==> src/rtl/frv_trng_feeder.sv <==
// TRNG entropy feeder: buffers one raw TRNG word and shifts it LSB-first into the PRNG extra tap.
// Define FRV_TRNG_HEALTH_EN to add a repetition-count health test that blocks a stuck source.
module frv_trng_feeder #(
    parameter int TRNG_W    = 16,
    parameter int RCT_LIMIT = 4
) (
    input  logic                            g_clk,
    input  logic                            g_resetn,
    input  logic                            trng_valid,
    input  logic [TRNG_W-1:0]               trng_data,
    output logic                            trng_ready,
    input  logic                            core_update,
    output logic                            lfsr_update,
    output logic                            lfsr_extra_tap,
    output logic [$clog2(TRNG_W+1)-1:0]     ent_cnt,
    output logic                            health_fail,
    input  logic                            health_clear
);

    localparam int CNT_W = $clog2(TRNG_W + 1);
    localparam logic [CNT_W-1:0] CNT_FULL = CNT_W'(TRNG_W);

    logic [TRNG_W-1:0] buf_q, buf_d;
    logic [CNT_W-1:0]  cnt_q, cnt_d;

    logic shifting;
    logic accept;
    logic reject;
    logic fail_state;

    assign shifting   = (cnt_q != '0);
    assign trng_ready = (cnt_q == '0) && !fail_state;
    assign accept     = trng_valid && trng_ready;

`ifdef FRV_TRNG_HEALTH_EN
    logic [TRNG_W-1:0] prev_q, prev_d;
    logic              prev_vld_q, prev_vld_d;
    logic [7:0]        rep_q, rep_d;
    logic              fail_q, fail_d;
    logic [7:0]        rep_new;
    logic              hist_vld;

    // A clear in the same cycle as an accept makes this word the first of a new run.
    always_comb begin
        hist_vld   = prev_vld_q && !health_clear;
        rep_new    = (!hist_vld || (trng_data != prev_q)) ? 8'd1 : rep_q + 8'd1;
        reject     = accept && (rep_new == 8'(RCT_LIMIT));
        prev_d     = prev_q;
        prev_vld_d = prev_vld_q;
        rep_d      = rep_q;
        fail_d     = fail_q;
        if (health_clear) begin
            fail_d     = 1'b0;
            rep_d      = 8'd0;
            prev_vld_d = 1'b0;
        end
        if (accept) begin
            prev_d     = trng_data;
            prev_vld_d = 1'b1;
            if (reject) begin
                fail_d = 1'b1;
            end else begin
                rep_d = rep_new;
            end
        end
    end

    always_ff @(posedge g_clk) begin
        if (!g_resetn) begin
            prev_q     <= '0;
            prev_vld_q <= 1'b0;
            rep_q      <= 8'd0;
            fail_q     <= 1'b0;
        end else begin
            prev_q     <= prev_d;
            prev_vld_q <= prev_vld_d;
            rep_q      <= rep_d;
            fail_q     <= fail_d;
        end
    end

    assign fail_state = fail_q;
`else
    logic       unused_health_clear;
    logic [7:0] unused_rct_limit;

    assign unused_health_clear = health_clear;
    assign unused_rct_limit    = 8'(RCT_LIMIT);
    assign reject              = 1'b0;
    assign fail_state          = 1'b0;
`endif

    // Accept and shift are mutually exclusive since ready requires an empty buffer.
    always_comb begin
        buf_d = buf_q;
        cnt_d = cnt_q;
        if (shifting) begin
            buf_d = buf_q >> 1;
            cnt_d = cnt_q - CNT_W'(1);
        end else if (accept && !reject) begin
            buf_d = trng_data;
            cnt_d = CNT_FULL;
        end
    end

    always_ff @(posedge g_clk) begin
        if (!g_resetn) begin
            buf_q <= '0;
            cnt_q <= '0;
        end else begin
            buf_q <= buf_d;
            cnt_q <= cnt_d;
        end
    end

    assign lfsr_update    = core_update || shifting;
    assign lfsr_extra_tap = shifting && buf_q[0];
    assign ent_cnt        = cnt_q;
    assign health_fail    = fail_state;

endmodule

==> config.mk <==
export PLATFORM = sky130hd
export DESIGN_NAME = frv_trng_feeder
export DESIGN_NICKNAME = d
export VERILOG_FILES = /design/src/rtl/frv_trng_feeder.sv
export SDC_FILE = /design/constraint.sdc
export NUM_CORES = 1
export LEC_CHECK = 0
export ABC_AREA = 1
export BUFFER_PORTS_ARGS = -buffer_cell sky130_fd_sc_hd__clkbuf_2
export CAP_MARGIN = 20
export CORE_MARGIN = 2
export CORE_UTILIZATION = 35
export DETAILED_ROUTE_END_ITERATION = 8
export GPL_TIMING_DRIVEN = 0
export PLACE_DENSITY = 0.71
export SYNTH_ARGS = -nofsm -noshare
export SYNTH_HDL_FRONTEND = slang
export SYNTH_SLANG_ARGS = --single-unit
==> constraint.sdc <==
create_clock -name g_clk -period 1.3 [get_ports g_clk]
set_input_delay 0.065 -clock g_clk [delete_from_list [all_inputs] [get_ports g_clk]]
set_output_delay 0.065 -clock g_clk [all_outputs]
set_load 0.01 [all_outputs]
* Word-level counts from Yosys, hierarchy flattened *
Cells that the tools add are included.

operators by class
  $add $sub $neg = 1
  muxes and demuxes = 4
  bitwise logic cells = 1
  reduce and logical (&&, ||, !) cells = 7

operators with widths
  operator                                                             number
  15-bit two-way mux                                                   2
  5-bit two-way mux                                                    2
  5-bit zero test                                                      1
  5-bit nonzero test                                                   1
  5-bit by 1-bit subtractor with 5-bit output (second input constant)  1
  1-bit logical AND                                                    2
  2-bit nonzero test                                                   1
  2-bit OR reduction                                                   1
  1-bit logical OR                                                     1
  1-bit inverter                                                       1

word-level totals
  bits in registers = 21
  input bits = 21
  output and inout bits = 9
  logic and storage cells = 16

* Longest topological paths before layout *
  depth after elaboration = 4
  gate-level depth with buffers = 9
  mapped depth without buffers = 7

* Worst setup path after synthesis *
No wires, ideal clock.

  kind = reg-to-reg
  start point = register cnt_q[0] (netlist: ent_cnt[0])
  end point = register buf_q[4]
  library setup time = 0.070 ns
  arrival = 1.380 ns
  required time = 1.230 ns
  slack = -0.150 ns
  stages on the path, launching flop included = 10
  buffers on the path = 2
  period minus slack after synthesis = 1.450 ns
  cells stage by stage = dfxtp_1 > inv_1 > ha_1 > buf_2 > nand3_4 > buf_2 > nand2_1 > nand2_1 > nand2_1 > a21oi_1

between the ends
  word-level cells in the longest chain between the ends = 3
  elaborated cells between the ends (all ways) = 5
  those cells by class = 1 x mux; 4 x reduce/logical

ends and longest elaborated chain
  what                          RTL line  source
  start: declaration            24        logic [CNT_W-1:0] cnt_q, cnt_d;
  start signal: assignment      112       cnt_q <= cnt_d;
  5-bit zero test               32        assign trng_ready = (cnt_q == '0) && !fail_state;
  1-bit logical AND             33        assign accept = trng_valid && trng_ready;
  2-bit nonzero test (no line)  n/a
  end signal: assignment        111       buf_q <= buf_d;
  end: declaration              23        logic [TRNG_W-1:0] buf_q, buf_d;

Several ways; a longest one is shown, not always the timed one.
A chain may end at the register's enable or synchronous reset.

* Worst setup path in the final report *
  start point = register cnt_q[0] (netlist: ent_cnt[0])
  end point = output lfsr_update

between the ends
  word-level cells in the longest chain between the ends = 2

ends and longest elaborated chain
  what                RTL line  source
  5-bit nonzero test  31        assign shifting = (cnt_q != '0);
  1-bit logical OR    116       assign lfsr_update = core_update || shifting;
  end: declaration    13        output logic lfsr_update,

No other way between the ends.

==> results.py <==
metrics = {
    "status": {
        "status": "finished with violations",
        "violations": "setup timing",
    },
    "pwr": {
        "intPower_w": 0.00286,
        "clockPowerShare_pct": 6.6,
        "seqPwrFrac_pct": 21.5,
        "p_sw_share_pct": 43.3,
        "vdd_drop_max_v": 0.00160,
        "power_density_nw_per_um2": 3050,
        "power.static_leakage_nw": 0.788,
        "power.switching_w": 0.00219,
        "power.share.combinational_pct": 71.9,
    },
    "synthesis": {
        "synth-simple-area-share_pct": 40.2,
        "synth_nets": 179,
        "synth-compound-area-share_pct": 9.66,
        "yosysSeqAreaShare_pct": 38.6,
        "netlist-cell-type-count": 23,
        "synth.avg_cell_area_sq_um": 6.93,
        "ys_ff_latch": 21,
        "synth-adder-area-share_pct": 1.15,
        "synth_top_family_by_area": "simple AND/OR/NAND/NOR gates",
        "syn-cell-area_sq_um": 1090,
        "synthCells": 157,
        "synth_warnings": 0,
        "synth_mux_area_share_pct": 0,
        "yosys.area_share.xor_xnor_pct": 0.805,
    },
    "sta": {
        "hold_viol": 0,
        "rsz0062_at_grt": "true",
        "drv_slew": 0,
        "setup_slack_ns": -0.186,
        "max_freq_mhz": 673,
        "setup_viol": 22,
        "fin_skew_ns": 0.00170,
        "holdWs_ns": 0.0857,
        "fin_crit_sh_pct": 114,
        "period_minus_slack_ns": 1.49,
        "slew_headroom_pct": 54.1,
        "max_slew.worst_pin.slew_ns": 0.688,
    },
    "route": {
        "drc": 0,
        "drtIter0Drc": 54,
        "wl_per_cell_um": 13.6,
        "vias": 1230,
        "ant_nets": 0,
        "via_per_inst": 5.08,
        "wl_um": 3290,
        "first_pass_iters": 4,
    },
    "clock_network": {
        "cts_tree": "yes",
        "clock_latency_ns": 0.30,
        "path_clk_slew_ns": 0.13,
        "h-tree-depth": 1,
        "numCtsBuffers": 3,
        "ctsRootBufferMaster": "clkbuf_4",
        "clock_path_buffers": 2,
        "clock_sinks": 21,
    },
    "critical_path": {
        "critical_path.cell_chain": "inv_4 > ha_4 > nand3_4 > buf_6 > or2_4 > buf_6",
        "critPathSlowestCell": "dfxtp_4",
        "critPathBufInv": 3,
        "timing.rr.end": "buf_q[13]",
        "rr_worst_depth": 10,
        "r2r_slack_ns": -0.18,
        "crit_path_start_kind": "flop",
        "end_kind": "primary output",
        "required_ns": 1.24,
        "cp_data_arrival_time_ns": 1.42,
        "worstSetupPathType": "reg -> out",
        "cp_max_fo": 4,
        "crit_family": "flip-flops",
        "crit_top_cell": "buf_6",
        "reg2reg_from": "ent_cnt[0]",
        "max_stage_delay_ns": 0.37,
    },
    "worst_hold_path": {
        "min_to": "buf_q[15]",
        "hold_path.class": "in -> reg",
        "whs_path_depth": 3,
        "min_from": "trng_valid",
    },
    "global_routing": {
        "overflow": 0,
        "antenna_found_initial": 0,
        "grt_start_max_net_pins": 12,
        "grt_first_pass_wirelength_um": 4780,
        "grt_usage_pct": 17.7,
        "grt_pass1_vias": 1086,
    },
    "place": {
        "routabilityCongestion": 0.798,
        "io_buffers": 27,
        "hpwl_um": 1800,
    },
    "finish": {
        "nets": 232,
        "area_delta_synth_final_pct": 52.2,
        "final_util_pct": 55.2,
        "antenna_cells": 0,
        "num-fill-cells": 276,
        "drive_gt1_share_pct": 39.7,
    },
    "floorplanning": {
        "start_util_pct": 36.3,
        "fp.dieW_um": 59.8,
        "io_pins": 30,
        "core.rowCount": 20,
        "die_y_um": 59.8,
        "die_area_sq_um": 3570,
        "core-area_sq_um": 3000,
    },
    "run": {
        "timing.max_cap.violations": 0,
    },
}
-- metrics by stage --
step	setup WS, ns	TNS [ns]	instance area, sq um	cells	total power, W
4_1_cts	-0.176	-1.24	1440	232	0.00402
2_1_floorplan	-0.0182	-0.164	1130	157	0.00276
3_3_place_gp	-0.109	-1.52	1300	217	0.00325
3_5_place_dp	-0.129	-1.76	1300	217	0.00329
5_1_grt	-0.242	-4.26	1660	242	0.00541
6_report	-0.186	-3.14	1660	242	0.00505
-- synth_stat cells --
master	count	area share [%]
a211oi_1	2	1.4
a21oi_1	17	7.8
buf_2	5	2.3
buf_4	1	0.69
buf_6	2	2.1
clkbuf_1	3	1.0
conb_1	1	0.34
dfxtp_1	21	39
ha_1	1	1.1
inv_1	8	2.8
inv_2	1	0.34
nand2_1	69	24
nand2_4	1	1.0
nand3_4	1	1.6
nand4_1	15	8.6
nor2_1	2	0.69
nor2_4	1	1.0
nor2_8	1	1.8
nor3_1	1	0.46
nor4_1	1	0.58
o21ai_0	1	0.46
or2_2	1	0.58
xor2_1	1	0.80
-- tightest hold or removal path: stages --
cell and delay [ns]:
clkbuf_2 0.15, nand2_1 0.09, a211oi_1 0.06
-- what timing repair did --
| action | CTS | global route |
|---|---|---|
| gates resized for setup | 7 | 31 |
| hold buffers | 2 | 0 |
| gates cloned | 1 | 3 |
| pin swaps | 2 | 8 |
| endpoints found under the hold margin | 2 | 0 |
| endpoints found under the setup margin | 22 | 22 |
| buffers inserted | 9 | 7 |
-- kinds of logic after synthesis --
group                    after synthesis
adder cells (fa/ha/maj)                1
buffers and inverters                 20
AND/OR/NAND/NOR                       93
other                                  1
AO/OA/AOI/OAI                         20
XOR/XNOR                               1
flip-flops                            21
-- layer usage --
metal | share of wire (%) | vias to the layer above | track usage (%)
met3 | 4.3 | 4 | 2.60
met5 | 0 | - | 0
met1 | 41 | 571 | 21.8
li1 | - | 616 | -
met4 | 1.3 | 0 | 6.98
met2 | 53 | 39 | 30.6
-- state kept, by name, indices dropped and copies added (netlist names) --
name / flops
buf_q: 16
ent_cnt: 5
-- worst max-delay path by stage --
stage	end	start	slack (ns)	depth (start not counted)
detailed placement	buf_q[6]	ent_cnt[0]	-0.13	8
finish	lfsr_update	ent_cnt[0]	-0.19	6
global route	lfsr_extra_tap	ent_cnt[3]	-0.24	7
CTS	lfsr_update	ent_cnt[0]	-0.18	6
global placement	buf_q[13]	ent_cnt[0]	-0.11	8
floorplan	buf_q[10]	ent_cnt[0]	-0.02	9
-- power groups by stage --
stage | Combinational, W | Clock [W] | Sequential [W]
after global routing | 0.00392 | 0.000375 | 0.00112
after floorplan | 0.00166 | 0 | 0.00110
after CTS | 0.00263 | 0.000326 | 0.00107
final | 0.00363 | 0.000332 | 0.00109
after global placement | 0.00216 | 0 | 0.00109
after detailed placement | 0.00219 | 0 | 0.00109
-- cells in the final DEF, fill, tap and decap left out --
cell type and instances:
nand2_1 66, clkbuf_2 26, dfxtp_1 18, nand4_1 15, buf_4 14, a21oi_1 10
buf_6 7, a21oi_2 7, inv_1 5, nand2_2 3, buf_8 3, clkbuf_1 3
clkbuf_4 3, inv_2 2, nor2_1 2, clkbuf_16 2, dfxtp_2 2, dlygate4sd3_1 2
buf_12 2, nor2_4 1, nand3_4 1, inv_8 1, inv_4 1, or2_4 1
nand2_8 1, o21ai_0 1, buf_2 1, nor2_8 1, a211oi_1 1, a211oi_2 1
nor3_1 1, xor2_1 1, nor4_2 1, ha_4 1, conb_1 1, dfxtp_4 1
-- layout make-up --
cell class | count | area, sq um | area share [%]
multi-input combinational | 116 | 637 | 38.4
sequential | 21 | 427 | 25.8
timing repair buffer | 49 | 393 | 23.7
buffer | 10 | 88.8 | 5.36
inverter | 9 | 43.8 | 2.64
tap | 33 | 41.3 | 2.49
clock buffer | 4 | 26.3 | 1.59
(Power assumes the default switching activity.)
